==> config.mk <==
export PLATFORM = sky130hd
export DESIGN_NAME = reg_file_16
export DESIGN_NICKNAME = d
export VERILOG_FILES = /design/src/rtl/datapath_pkg.sv /design/src/rtl/reg16.sv /design/src/rtl/reg_file_16.sv
export SDC_FILE = /design/constraint.sdc
export NUM_CORES = 1
export LEC_CHECK = 0
export ABC_CLOCK_PERIOD_IN_PS = 5700
export CAP_MARGIN = 20
export CELL_PAD_IN_SITES_DETAIL_PLACEMENT = 1
export CELL_PAD_IN_SITES_GLOBAL_PLACEMENT = 1
export CORE_MARGIN = 2
export CORE_UTILIZATION = 52
export DETAILED_ROUTE_END_ITERATION = 16
export PLACE_DENSITY = 0.9
export SKIP_LAST_GASP = 1
export SLEW_MARGIN = 40
export SYNTH_ARGS = -nofsm -noshare
export SYNTH_HDL_FRONTEND = slang
export SYNTH_HIERARCHICAL = 1
export SYNTH_SLANG_ARGS = --single-unit
==> constraint.sdc <==
create_clock -name clk -period 5.7 [get_ports clk]
set_clock_uncertainty 0.15 [all_clocks]
set_input_delay 1.71 -clock clk [delete_from_list [all_inputs] [get_ports clk]]
set_output_delay 1.71 -clock clk [all_outputs]
set_load 0.01 [all_outputs]
==> src/rtl/datapath_pkg.sv <==
// Shared datapath constants and word type for the register file, MUX_16bit and ALU.
package datapath_pkg;

  localparam int unsigned WORD_W   = 16;
  localparam int unsigned NUM_REGS = 8;
  localparam int unsigned ADDR_W   = $clog2(NUM_REGS);

  typedef logic [WORD_W-1:0] word_t;

endpackage

==> src/rtl/reg16.sv <==
// Parameterised data register with load enable and asynchronous active-low clear.
module reg16 #(
  parameter int unsigned WIDTH = 16
) (
  input  logic             clk,
  input  logic             rst_n,
  input  logic             en,
  input  logic [WIDTH-1:0] d,
  output logic [WIDTH-1:0] q
);

  always_ff @(posedge clk or negedge rst_n) begin
    if (!rst_n) begin
      q <= '0;
    end else if (en) begin
      q <= d;
    end
  end

endmodule

==> src/rtl/reg_file_16.sv <==
// Two-read, one-write register file with r0 hardwired to zero and optional write forwarding.
module reg_file_16
  import datapath_pkg::*;
#(
  parameter  int unsigned WIDTH  = WORD_W,
  parameter  int unsigned NREG   = NUM_REGS,
  parameter  int unsigned BYPASS = 1,
  localparam int unsigned AW     = $clog2(NREG)
) (
  input  logic             clk,
  input  logic             rst_n,
  input  logic             we,
  input  logic [AW-1:0]    waddr,
  input  logic [WIDTH-1:0] wdata,
  input  logic [AW-1:0]    raddr_a,
  input  logic [AW-1:0]    raddr_b,
  output logic [WIDTH-1:0] rdata_a,
  output logic [WIDTH-1:0] rdata_b,
  output logic             wr_zero_err,
  output logic [7:0]       wr_count
);

  logic [NREG-1:0]  wr_sel;
  logic             wr_real;
  logic [WIDTH-1:0] regs [NREG];

  // One-hot write decode; bit 0 only flags the illegal r0 write.
  always_comb begin
    wr_sel = '0;
    if (we) begin
      wr_sel = NREG'(1) << waddr;
    end
  end

  assign wr_real = |wr_sel[NREG-1:1];

  assign regs[0] = '0;

  for (genvar i = 1; i < NREG; i++) begin : g_reg
    reg16 #(.WIDTH(WIDTH)) u_reg (
      .clk   (clk),
      .rst_n (rst_n),
      .en    (wr_sel[i]),
      .d     (wdata),
      .q     (regs[i])
    );
  end

  // Write bookkeeping: sticky r0-write flag and wrapping accepted-write counter.
  always_ff @(posedge clk or negedge rst_n) begin
    if (!rst_n) begin
      wr_zero_err <= 1'b0;
      wr_count    <= 8'd0;
    end else begin
      if (wr_sel[0]) begin
        wr_zero_err <= 1'b1;
      end
      if (wr_real) begin
        wr_count <= wr_count + 8'd1;
      end
    end
  end

  // Forwarding never applies to r0 since wr_real excludes it; reset forces zero.
  always_comb begin
    rdata_a = regs[raddr_a];
    rdata_b = regs[raddr_b];
    if ((BYPASS != 0) && wr_real && (raddr_a == waddr)) begin
      rdata_a = wdata;
    end
    if ((BYPASS != 0) && wr_real && (raddr_b == waddr)) begin
      rdata_b = wdata;
    end
    if (!rst_n) begin
      rdata_a = '0;
      rdata_b = '0;
    end
  end

endmodule

==> impl_metrics.ini <==
[drt]
avgRoutedWirePerCell_um = 31.00
antenna_left = 0
viasPerCell = 6.708
drt_iter0_drc = 454
routed_wirelength_mm = 26.10
drt_first_pass_iters = 5
drc_errors = 0
vias = 5648

[clock_network]
cts_hold_buf = 0
cts_tree = built
clk_latency_ns = 0.44
cts-root-buf = clkbuf_16
clockBufferDepth = 2
clkSinkCount = 121
cts.clk_slew.worst_paths_ns = 0.05
cts_buffers = 17
htreeDepth = 4

[final_layout]
multi_input_area_sq_um = 3984
syn2layout_area_growth_pct = 24.15
regArea_sq_um = 3028
finish.instance_area_sq_um = 9180
antenna_cells = 0
fillers = 1316
drive_gt1_frac = 0.4411
final_common_cell = dfrtp_1
layout.nets = 678
mostFrequentLayoutCells = dfrtp_1, mux2_2, mux2_4
instances_no_fill = 842

[global_route]
grt_max_degree = 94
grt_usage = 0.3662
antenna_found_initial = 0
grt_pass1_vias = 6390
grt_pass1_wl_mm = 40.04
gr-total-overflow = 0

[floorplan]
ioPinCount = 69
die_area_sq_um = 15190
fp.dieW_um = 123.3
start_util = 0.5327
die_h_um = 123.3
core_area_sq_um = 13880
rows = 43

[synth]
synth_top_family_by_area = multiplexers
yosysUniqueCellTypes = 40
synth_area_leader_cell = dfrtp_1
synth_compound_area_frac = 0.1173
synth_area_leaders = dfrtp_1, mux2_4, mux2_2
synth_xor_area_frac = 0.01540
syn_area_per_cell_sq_um = 13.37
syn_nets = 582
yosysTopAreaCellShare = 0.4095
synthCells = 553
synth.area.mux_share = 0.3540
synth-simple-area-share = 0.03926
synthAdderAreaFrac = 0.001692
ys_seq_area_frac = 0.4095
syn_area_sq_um = 7395
ys.warnings.count = 6
synthArstFlopShare = 1.000
synth_flop_cell = dfrtp_1
synth_edf_count = 0
synth_seq_cells = 121

[worst_setup_path]
worst_path_largest_cell_delay_ns = 0.56
timing.rr.start = wr_count[0]
start_kind = primary input
path_common_cell = clkdlybuf4s50_1
cp_max_fo = 15
crit_family = buffers and inverters
cp.buffers_inverters = 4
cp.required_ns = 3.84
path_class = primary input to primary output
crit_path_cell_trace = clkdlybuf4s50_1 -> buf_12 -> and2b_2 -> buf_6 -> a22oi_1 -> o21a_1 -> a21oi_1 -> clkdlybuf4s50_1
cp_slowest_cell = clkdlybuf4s50_1
endpoint_kind = primary output
crit_path_start = raddr_a[2]
crit_arrival_ns = 3.85

[power]
clkPwrFrac = 0.361
power_density_nw_per_um2 = 376.0
vdd_drop_max_v = 0.0002273
p_leak_nw = 4.055
swShare = 0.3017
p_int_mw = 2.410
p_comb_frac = 0.271
p_seq_frac = 0.368
power_mw = 3.451
switchingPower_mw = 1.041

[place]
port_buffers = 68
dpl_cell_area_sq_um = 8406
pre_cts_ws_ns = -0.1589
dpl.hpwl_mm = 14.62
dp_cells = 804
gp_congestion = 0.8037

[outcome]
violations = negative setup slack
status = finished with violations

[hold_path]
worstHoldStart = wr_zero_err
hold_class = register to register

[sta]
rsz0062_at_grt = true
slew_viol_final = 0
setup_slack_ns = -0.01350
worst_hold_slack_ns = 0.3352
min_period_ns = 5.713
relSlewSlack = 0.3167
finalHoldViolCount = 0
finalCritPeriodShare = 1.002
max_freq_mhz = 175.0
tightest_slew_ns = 1.024
finalSetupViolCount = 1

[run]
cap_violations = 0
metrics by stage:
stage / util / TNS, ns
after floorplan: - / 0
after global placement: 0.6056 / -0.5088
after detailed placement: 0.6056 / -1.249
after CTS: 0.6589 / 0
after global routing: 0.6613 / -0.04908
final: 0.6613 / -0.01350
final timing paths:
| path | endpoint | slack, ns | depth (start not counted) |
|---|---|---|---|
| worst min register to register | wr_zero_err | 0.34 | 2 |
| worst min-delay path | wr_zero_err | 0.34 | 2 |
| worst max-delay path | rdata_a[0] | -0.01 | 8 |
| worst max register to register | wr_count[7] | 4.38 | 3 |
| max in group asynchronous | g_reg[1].u_reg/q[4] | 3.51 | 3 |
| min in group asynchronous | g_reg[5].u_reg/q[9] | 1.18 | 2 |
tightest hold or removal path, stage by stage (launching register included):
cell,delay [ns]
dfrtp_1,0.35
inv_1,0.05
o31ai_1,0.05
area by class of cell:
class | count | area share
Sequential cell | 121 | 0.3298
Clock buffer | 19 | 0.04716
Tap cell | 180 | 0.02453
Clock inverter | 13 | 0.02453
Multi-Input combinational cell | 380 | 0.4340
Timing Repair Buffer | 127 | 0.1392
Inverter | 2 | 0.0008178
layer usage:
| layer | GRT usage | vias to the layer above | wire, um |
|---|---|---|---|
| met5 | 0 | - | 0 |
| met2 | 0.5852 | 303 | 12750 |
| met1 | 0.4473 | 2962 | 10250 |
| met3 | 0.08948 | 111 | 1691 |
| li1 | - | 2272 | - |
| met4 | 0.2230 | 0 | 1412 |
cells in the mapped netlist, drive strengths merged (5+ instances only):
master	n
a211oi	15
a21oi	20
a221oi	14
a22oi	15
buf	45
clkbuf	6
dfrtp	121
mux2	142
mux2i	35
mux4	18
nand2	20
nand2b	5
nor2	20
o21a	15
o21ai	18
o22ai	14
xnor2	11
power by group through the flow:
| stage | combinational (mW) | sequential (mW) | clock [mW] |
|---|---|---|---|
| 5_1_grt | 0.980 | 1.29 | 1.29 |
| 3_3_place_gp | 0.834 | 1.22 | 0 |
| 2_1_floorplan | 0.587 | 1.20 | 0 |
| 3_5_place_dp | 0.881 | 1.25 | 0 |
| 4_1_cts | 0.931 | 1.26 | 1.25 |
| 6_report | 0.935 | 1.27 | 1.24 |
state kept, by name, indices dropped and copies added, names as in the netlist:
register and cells:
g.u_reg/q 112, wr_count 8, wr_zero_err 1
timing repair:
action / CTS / global route
setup buffers: 5 / 0
pin swaps: 1 / 0
resized for setup: 23 / 11
gates cloned: 1 / 0
endpoints found under the setup margin: 28 / 12
cell families (layout without fill, tap and decap cells):
family | count (synthesis) | in the layout
flops | 121 | 121
mux | 195 | 195
simple gates | 57 | 58
fa+ha+maj | 1 | 1
buf+inv | 53 | 161
xor+xnor | 13 | 13
compound gates | 113 | 113
(Power assumes the default switching activity.)
